`src/rtl/rv_timer_pkg.sv`:
```
// Shared constants for the RISC-V machine timer: register offsets (word index
// of adr[4:2]), CTRL bit positions, the mtimecmp reset default, data-bus
// slave-select codes, and the byte-lane merge helper.
package rv_timer_pkg;

   localparam logic [2:0] TMR_MTIME_LO    = 3'd0;
   localparam logic [2:0] TMR_MTIME_HI    = 3'd1;
   localparam logic [2:0] TMR_MTIMECMP_LO = 3'd2;
   localparam logic [2:0] TMR_MTIMECMP_HI = 3'd3;
   localparam logic [2:0] TMR_CTRL        = 3'd4;
   localparam logic [2:0] TMR_STATUS      = 3'd5;
   localparam logic [2:0] TMR_PRESC       = 3'd6;

   localparam int CTRL_EN = 0;
   localparam int CTRL_IE = 1;

   localparam logic [63:0] MTIMECMP_DEFAULT = 64'hFFFF_FFFF_FFFF_FFFF;

   // data-side address decoder slave selects
   localparam logic [1:0] SLV_SEL_TCM   = 2'd0;
   localparam logic [1:0] SLV_SEL_TIMER = 2'd1;

   typedef enum logic {
      BUS_IDLE = 1'b0,
      BUS_ACK  = 1'b1
   } bus_state_e;

   // replace only the byte lanes enabled in sel
   function automatic logic [31:0] sel_merge(input logic [31:0] cur,
                                             input logic [31:0] wdat,
                                             input logic [3:0]  sel);
      logic [31:0] res;
      res = cur;
      for (int b = 0; b < 4; b++) begin
         if (sel[b]) res[8*b +: 8] = wdat[8*b +: 8];
      end
      return res;
   endfunction

endpackage

```
`src/rtl/rv_wb_timer_if.sv`:
```
// Wishbone classic bus between the core's memory-stage initiator and the timer.
interface rv_wb_timer_if;
   logic [31:0] adr;
   logic [31:0] dat_w;
   logic [31:0] dat_r;
   logic        we;
   logic [3:0]  sel;
   logic        stb;
   logic        cyc;
   logic        ack;

   modport master (output adr, dat_w, we, sel, stb, cyc, input dat_r, ack);
   modport slave  (input adr, dat_w, we, sel, stb, cyc, output dat_r, ack);
endinterface

```
`src/rtl/rv_timer_presc.sv`:
```
// Tick generator for mtime. With RV_TIMER_PRESC_EN defined, a down-counter
// reloads from presc at terminal count and ticks every presc+1 cycles;
// otherwise the tick is constant 1.
module rv_timer_presc (
   input  logic       i_clk,
   input  logic       i_reset_n,
   input  logic       en,
   input  logic [7:0] presc,
   input  logic       presc_wr,
   output logic       tick
);
`ifdef RV_TIMER_PRESC_EN
   logic [7:0] cnt_q;

   // restart at 0 so the first tick lands on the first enabled cycle
   always_ff @(posedge i_clk or negedge i_reset_n) begin
      if (!i_reset_n)            cnt_q <= 8'd0;
      else if (!en || presc_wr)  cnt_q <= 8'd0;
      else if (cnt_q == 8'd0)    cnt_q <= presc;
      else                       cnt_q <= cnt_q - 8'd1;
   end

   assign tick = (cnt_q == 8'd0);
`else
   logic unused_presc;
   assign unused_presc = ^{i_clk, i_reset_n, en, presc, presc_wr};
   assign tick = 1'b1;
`endif
endmodule

```
`src/rtl/rv_wb_timer.sv`:
```
// RISC-V machine timer as a Wishbone classic responder: 64-bit mtime and
// mtimecmp, CTRL/STATUS, a shadowed MTIME_HI for atomic 64-bit reads and a
// registered level interrupt. RV_TIMER_PRESC_EN adds the PRESC tick divider.
//
// state    | meaning
// BUS_IDLE | waiting for a request; read data held at 0
// BUS_ACK  | ack high for one cycle with read data
module rv_wb_timer
   import rv_timer_pkg::*;
#(
   parameter logic [63:0] MTIMECMP_RESET = MTIMECMP_DEFAULT
) (
   input  logic          i_clk,
   input  logic          i_reset_n,
   rv_wb_timer_if.slave  wb,
   output logic          o_irq
);
   bus_state_e  state_q;
   logic [31:0] dat_q;
   logic [31:0] rd_mux;
   logic [63:0] mtime_q;
   logic [63:0] mtimecmp_q;
   logic [31:0] shadow_q;
   logic [1:0]  ctrl_q;
   logic [7:0]  presc_q;
   logic [2:0]  offs;
   logic        req, wr_acc, rd_acc, pend, tick, presc_wr;
   logic        unused_adr;

   assign req      = wb.cyc & wb.stb & (state_q == BUS_IDLE);
   assign offs     = wb.adr[4:2];
   assign wr_acc   = req & wb.we;
   assign rd_acc   = req & ~wb.we;
   assign pend     = (mtime_q >= mtimecmp_q);
   assign presc_wr = wr_acc & (offs == TMR_PRESC);
   assign unused_adr = ^{wb.adr[31:5], wb.adr[1:0]};

   assign wb.ack   = (state_q == BUS_ACK);
   assign wb.dat_r = dat_q;

   rv_timer_presc u_presc (
      .i_clk     (i_clk),
      .i_reset_n (i_reset_n),
      .en        (ctrl_q[CTRL_EN]),
      .presc     (presc_q),
      .presc_wr  (presc_wr),
      .tick      (tick)
   );

   // read data selection from the current-cycle register values
   always_comb begin
      rd_mux = 32'd0;
      case (offs)
         TMR_MTIME_LO:    rd_mux = mtime_q[31:0];
         TMR_MTIME_HI:    rd_mux = shadow_q;
         TMR_MTIMECMP_LO: rd_mux = mtimecmp_q[31:0];
         TMR_MTIMECMP_HI: rd_mux = mtimecmp_q[63:32];
         TMR_CTRL:        rd_mux = {30'd0, ctrl_q};
         TMR_STATUS:      rd_mux = {31'd0, pend};
         TMR_PRESC:       rd_mux = {24'd0, presc_q};
         default:         rd_mux = 32'd0;
      endcase
   end

   // bus FSM: single-cycle ack, data only valid alongside it
   always_ff @(posedge i_clk or negedge i_reset_n) begin
      if (!i_reset_n) begin
         state_q <= BUS_IDLE;
         dat_q   <= 32'd0;
      end else begin
         case (state_q)
            BUS_IDLE: begin
               if (req) begin
                  state_q <= BUS_ACK;
                  dat_q   <= wb.we ? 32'd0 : rd_mux;
               end
            end
            BUS_ACK: begin
               state_q <= BUS_IDLE;
               dat_q   <= 32'd0;
            end
            default: begin
               state_q <= BUS_IDLE;
               dat_q   <= 32'd0;
            end
         endcase
      end
   end

   // mtime: a software write to either half blocks the increment for the whole counter
   always_ff @(posedge i_clk or negedge i_reset_n) begin
      if (!i_reset_n) begin
         mtime_q  <= 64'd0;
         shadow_q <= 32'd0;
      end else begin
         if (rd_acc && offs == TMR_MTIME_LO) shadow_q <= mtime_q[63:32];
         if (wr_acc && offs == TMR_MTIME_LO)
            mtime_q[31:0] <= sel_merge(mtime_q[31:0], wb.dat_w, wb.sel);
         else if (wr_acc && offs == TMR_MTIME_HI)
            mtime_q[63:32] <= sel_merge(mtime_q[63:32], wb.dat_w, wb.sel);
         else if (ctrl_q[CTRL_EN] && tick)
            mtime_q <= mtime_q + 64'd1;
      end
   end

   // compare and control registers
   always_ff @(posedge i_clk or negedge i_reset_n) begin
      if (!i_reset_n) begin
         mtimecmp_q <= MTIMECMP_RESET;
         ctrl_q     <= 2'd0;
      end else if (wr_acc) begin
         case (offs)
            TMR_MTIMECMP_LO: mtimecmp_q[31:0]  <= sel_merge(mtimecmp_q[31:0], wb.dat_w, wb.sel);
            TMR_MTIMECMP_HI: mtimecmp_q[63:32] <= sel_merge(mtimecmp_q[63:32], wb.dat_w, wb.sel);
            TMR_CTRL:        if (wb.sel[0]) ctrl_q <= wb.dat_w[1:0];
            default:         ;
         endcase
      end
   end

`ifdef RV_TIMER_PRESC_EN
   // tick divisor, low byte only
   always_ff @(posedge i_clk or negedge i_reset_n) begin
      if (!i_reset_n)                presc_q <= 8'd0;
      else if (presc_wr && wb.sel[0]) presc_q <= wb.dat_w[7:0];
   end
`else
   assign presc_q = 8'd0;
`endif

   // level interrupt registered from the current-cycle compare
   always_ff @(posedge i_clk or negedge i_reset_n) begin
      if (!i_reset_n) o_irq <= 1'b0;
      else            o_irq <= pend & ctrl_q[CTRL_IE];
   end

endmodule

```
`src/flat_wrapper.sv`:
```
// flat-port wrapper written by rule: the top's interface ports become plain ports
module rv_wb_timer_flat import rv_timer_pkg::*;
#(
   parameter logic [63:0] MTIMECMP_RESET = MTIMECMP_DEFAULT
)
  (i_clk, i_reset_n, o_irq, wb_adr, wb_dat_w, wb_we, wb_sel, wb_stb, wb_cyc, wb_dat_r, wb_ack);
  rv_wb_timer_if wb_i ();
  input  logic i_clk;
  input  logic i_reset_n;
  output logic o_irq;
  input wire logic [$bits(wb_i.adr)-1:0] wb_adr;
  input wire logic [$bits(wb_i.dat_w)-1:0] wb_dat_w;
  input wire logic [$bits(wb_i.we)-1:0] wb_we;
  input wire logic [$bits(wb_i.sel)-1:0] wb_sel;
  input wire logic [$bits(wb_i.stb)-1:0] wb_stb;
  input wire logic [$bits(wb_i.cyc)-1:0] wb_cyc;
  output wire logic [$bits(wb_i.dat_r)-1:0] wb_dat_r;
  output wire logic [$bits(wb_i.ack)-1:0] wb_ack;
  assign wb_i.adr = wb_adr;
  assign wb_i.dat_w = wb_dat_w;
  assign wb_i.we = wb_we;
  assign wb_i.sel = wb_sel;
  assign wb_i.stb = wb_stb;
  assign wb_i.cyc = wb_cyc;
  assign wb_dat_r = wb_i.dat_r;
  assign wb_ack = wb_i.ack;
  rv_wb_timer #(.MTIMECMP_RESET(MTIMECMP_RESET)) u_core (.i_clk(i_clk), .i_reset_n(i_reset_n), .wb(wb_i), .o_irq(o_irq));
endmodule
```
`config.mk`:
```
export PLATFORM = sky130hd
export DESIGN_NAME = rv_wb_timer_flat
export DESIGN_NICKNAME = d
export VERILOG_FILES = /design/src/rtl/rv_timer_pkg.sv /design/src/rtl/rv_wb_timer_if.sv /design/src/rtl/rv_timer_presc.sv /design/src/rtl/rv_wb_timer.sv /design/src/flat_wrapper.sv
export SDC_FILE = /design/constraint.sdc
export NUM_CORES = 1
export LEC_CHECK = 0
export ABC_AREA = 1
export CAP_MARGIN = 20
export CORE_ASPECT_RATIO = 0.75
export CORE_MARGIN = 4
export CORE_UTILIZATION = 45
export CTS_BUF_LIST = sky130_fd_sc_hd__clkbuf_4 sky130_fd_sc_hd__clkbuf_8 sky130_fd_sc_hd__clkbuf_16
export DETAILED_ROUTE_END_ITERATION = 7
export GPL_ROUTABILITY_DRIVEN = 0
export SYNTH_ARGS = -nofsm -noshare
export SYNTH_HDL_FRONTEND = slang
export SYNTH_SLANG_ARGS = --single-unit
```
`constraint.sdc`:
```
create_clock -name i_clk -period 2.6 [get_ports i_clk]
set_clock_uncertainty 0.15 [all_clocks]
set_input_delay 0.65 -clock i_clk [delete_from_list [all_inputs] [get_ports i_clk]]
set_output_delay 0.65 -clock i_clk [all_outputs]
set_load 0.005 [all_outputs]
```
==> qor.yml <==
run_status:
  status: "finished clean"
clocking:
  cts_sinks: 196
  clk_latency_ps: 450
  h-tree-depth: 4
  clk_pin_slew_worst_paths_ps: 80
  cts_tree: "yes"
  clock_path_buffers: 2
  root_buffer: "clkbuf_16"
  cts_made_buffers: 17
global_route:
  first_global_vias: 11500
  grt_pass1_wl_microns: 66760
  grt_max_degree: 56
  grt_overflow: 0
  grtUsageTotal_pct: 29.57
  antenna_found_initial: 0
place:
  place.detailed.hpwl_microns: 33580
  place_ws_ps: -216.6
  numPortBuffers: 77
cells_and_area:
  area_growth_pct: 23.13
  drive_above_1_share_pct: 15.63
  final_util_pct: 56.96
  nets: 1904
  fill_cells: 2508
  n_antenna_cell: 0
critical_path:
  r2r_slack_ps: 80
  worst-path-max-fanout: 5
  start_kind: "flip-flop"
  reg2regPathDepth: 8
  r2r-end: "u_core.mtime_q[27]$_DFFE_PN0P_"
  criticalPathCategory: "flip-flop to flip-flop"
  cp.required_ps: 2780
  path_cells: "nand2_1 -> nor2_1 -> nand2_1 -> nor2_1 -> nand3b_1 -> xor2_1 -> o21ai_0 -> o21ai_0"
  r2r-start: "u_core.mtime_q[7]$_DFFE_PN0P_"
  end_kind: "flip-flop"
  crit_slowest_cell: "dfrtp_1"
  arrival_ps: 2700
  slowest_delay_ps: 500
pwr:
  leakage_nw: 6.631
  irDropWorstVdd_mv: 0.4854
  power_mw: 11.98
  power_density_nw_per_um2: 800.2
die:
  pin_count: 107
  die_x_microns: 197.8
  coreArea_sq_um: 26290
  rows: 51
  dieArea_sq_um: 29750
  initial_core_util_pct: 46.26
  die_h_microns: 150.4
yosys:
  avgSynthCellArea_sq_um: 7.621
  synth-edff-count: 0
  synth_top_area_cell: "dfrtp_1"
  ys_seq_elements: 196
  yosys_warnings: 0
  synth_top_area_share_pct: 27.16
  yosysMostFrequentCell: "nand2_1"
  synth_ff_type: "dfrtp_1"
  synth_area_sq_um: 12160
  synth_area_leaders: "dfrtp_1, dfstp_2, nand2_1"
  yosys-top-cells-count: "nand2_1, inv_1, o21ai_0"
  ys_async_sr_fraction_pct: 100.0
  syn_nets: 1734
  synth-seq-area-share_pct: 40.98
  yosysUniqueCellTypes: 51
  syn_inst: 1596
timing:
  setup_viol: 0
  final.min_clock_period_ps: 2518
  worst_slack_ps: 81.58
  min_period_over_period_pct: 96.86
  worst_pin_slew_ps: 544.6
  drv_slew: 0
  fmaxAchievable_mhz: 397.1
  hold_violations: 0
  max_slew_margin_pct: 63.41
min_path:
  hold_depth: 2
  min-delay-start: "u_core.wb.dat_r[21]$_DFFE_PN0P_"
  hold_end: "u_core.wb.dat_r[21]$_DFFE_PN0P_"
  holdCritPathClass: "flip-flop to flip-flop"
routing:
  dr.pass1.iters: 6
  drt_iter0_markers: 1192
  drc: 0
  drt-total-wl_microns: 43350
  wl_per_cell_microns: 20.42
  dr_total_vias: 12100
  postRouteAntennaNets: 0
  via_per_inst: 5.697
flow_run:
  maxCapViolations: 0
[sequential cells by signal, indices dropped and copies added (netlist names)]
| signal | cells |
|---|---|
| u_core.mtime_q | 64 |
| u_core.mtimecmp_q | 64 |
| u_core.shadow_q | 32 |
| u_core.wb.dat_r | 32 |
| u_core.ctrl_q | 2 |
| u_core.o_irq | 1 |
| u_core.wb.ack | 1 |
[what timing repair did]
item / in CTS / in global routing
hold buffers: 1 / 0
pin swaps: 1 / 8
resized for setup: 2 / 9
endpoints found under the hold margin: 24 / 0
setup buffers: 0 / 1
endpoints found under the setup margin: 1 / 3
[through the flow]
| stage | TNS, ps | hold slack (ps) | cell area, sq um | instances |
|---|---|---|---|---|
| CTS | 0 | 336.0 | 14910 | 2122 |
| global route | -12.99 | 353.7 | 14980 | 2123 |
| global placement | -12650 | 312.7 | 14290 | 2089 |
| detailed placement | -17810 | 319.3 | 14290 | 2089 |
| finish | 0 | 331.8 | 14980 | 2123 |
| floorplan | 0 | 204.4 | 12160 | 1596 |
[power breakdown]
part / internal (mW) / switching, mW / total, mW
Sequential: 3.83 / 0.911 / 4.74
Clock: 1.54 / 1.26 / 2.80
Combinational: 1.76 / 2.68 / 4.44
[cells by family (layout without fill, tap and decap cells)]
kind of cell             Yosys count  after routing  synth area share [%]
AND/OR/NAND/NOR                  630            630                 22.70
AO/OA/AOI/OAI                    404            404                 19.21
XOR/XNOR                          21             21                 1.512
buffers and inverters            280            463                 8.908
adder cells (fa/ha/maj)           65             65                 6.687
flip-flops                       196            196                 40.98
[worst max path at each step]
stage	to	cells past startpoint	slack, ps	startpoint
after detailed placement	u_core.mtimecmp_q[26]$_DFFE_PN1P_	8	-220	wb_adr[4]
after CTS	u_core.wb.dat_r[0]$_DFFE_PN0P_	14	60	u_core.mtimecmp_q[63]$_DFFE_PN1P_
after global placement	u_core.wb.dat_r[27]$_DFFE_PN0P_	7	-180	wb_adr[4]
after global routing	u_core.wb.dat_r[0]$_DFFE_PN0P_	14	-10	u_core.mtimecmp_q[61]$_DFFE_PN1P_
final	u_core.mtime_q[27]$_DFFE_PN0P_	8	80	u_core.mtime_q[7]$_DFFE_PN0P_
after floorplan	u_core.mtime_q[42]$_DFFE_PN0P_	11	440	wb_cyc
[placed cells by master, fill, tap and decap left out, types with 5 or more instances in the layout]
cell | Yosys | layout
nor3_1 | 34 | 34
buf_12 | 0 | 16
o211ai_1 | 19 | 19
or2_2 | 6 | 6
nand2_1 | 349 | 346
buf_4 | 2 | 107
nand3_1 | 78 | 78
a221oi_1 | 32 | 32
xor2_1 | 20 | 20
nor2_2 | 5 | 7
a21oi_1 | 69 | 68
inv_2 | 13 | 14
clkbuf_16 | 0 | 17
clkdlybuf4s50_1 | 0 | 76
o21ai_1 | 40 | 40
ha_1 | 65 | 62
a22oi_1 | 7 | 7
dfrtp_1 | 132 | 132
nand2_2 | 5 | 8
o22ai_1 | 37 | 37
inv_1 | 215 | 214
nor2_1 | 99 | 96
nand4_1 | 41 | 41
o21a_1 | 5 | 5
clkbuf_8 | 0 | 5
o21ai_0 | 180 | 179
dfstp_2 | 64 | 64
[area by class of cell]
class / count / area [sq um] / share of cell area (%)
multi-input combinational: 1120 / 6178 / 41.26
sequential: 196 / 4985 / 33.29
timing repair buffer: 201 / 1908 / 12.74
inverter: 230 / 865.8 / 5.782
clock buffer: 22 / 488.0 / 3.258
tap: 344 / 430.4 / 2.874
clock inverter: 10 / 120.1 / 0.8021
[critical path, delay by kind of cell, from the launching register on]
kind	cells	cell delay, ps
flip-flops	1	500
AND/OR/NAND/NOR	5	1270
AO/OA/AOI/OAI	2	240
XOR/XNOR	1	230
[metal layers]
| layer | vias up | GRT usage [%] | wire, microns |
|---|---|---|---|
| li1 | 5729 | - | - |
| met2 | 566 | 41.41 | 17410 |
| met1 | 5717 | 44.56 | 20290 |
| met5 | - | 0 | 0 |
| met4 | 0 | 9.016 | 1175 |
| met3 | 83 | 7.763 | 4464 |
(Power assumes the default switching activity.)
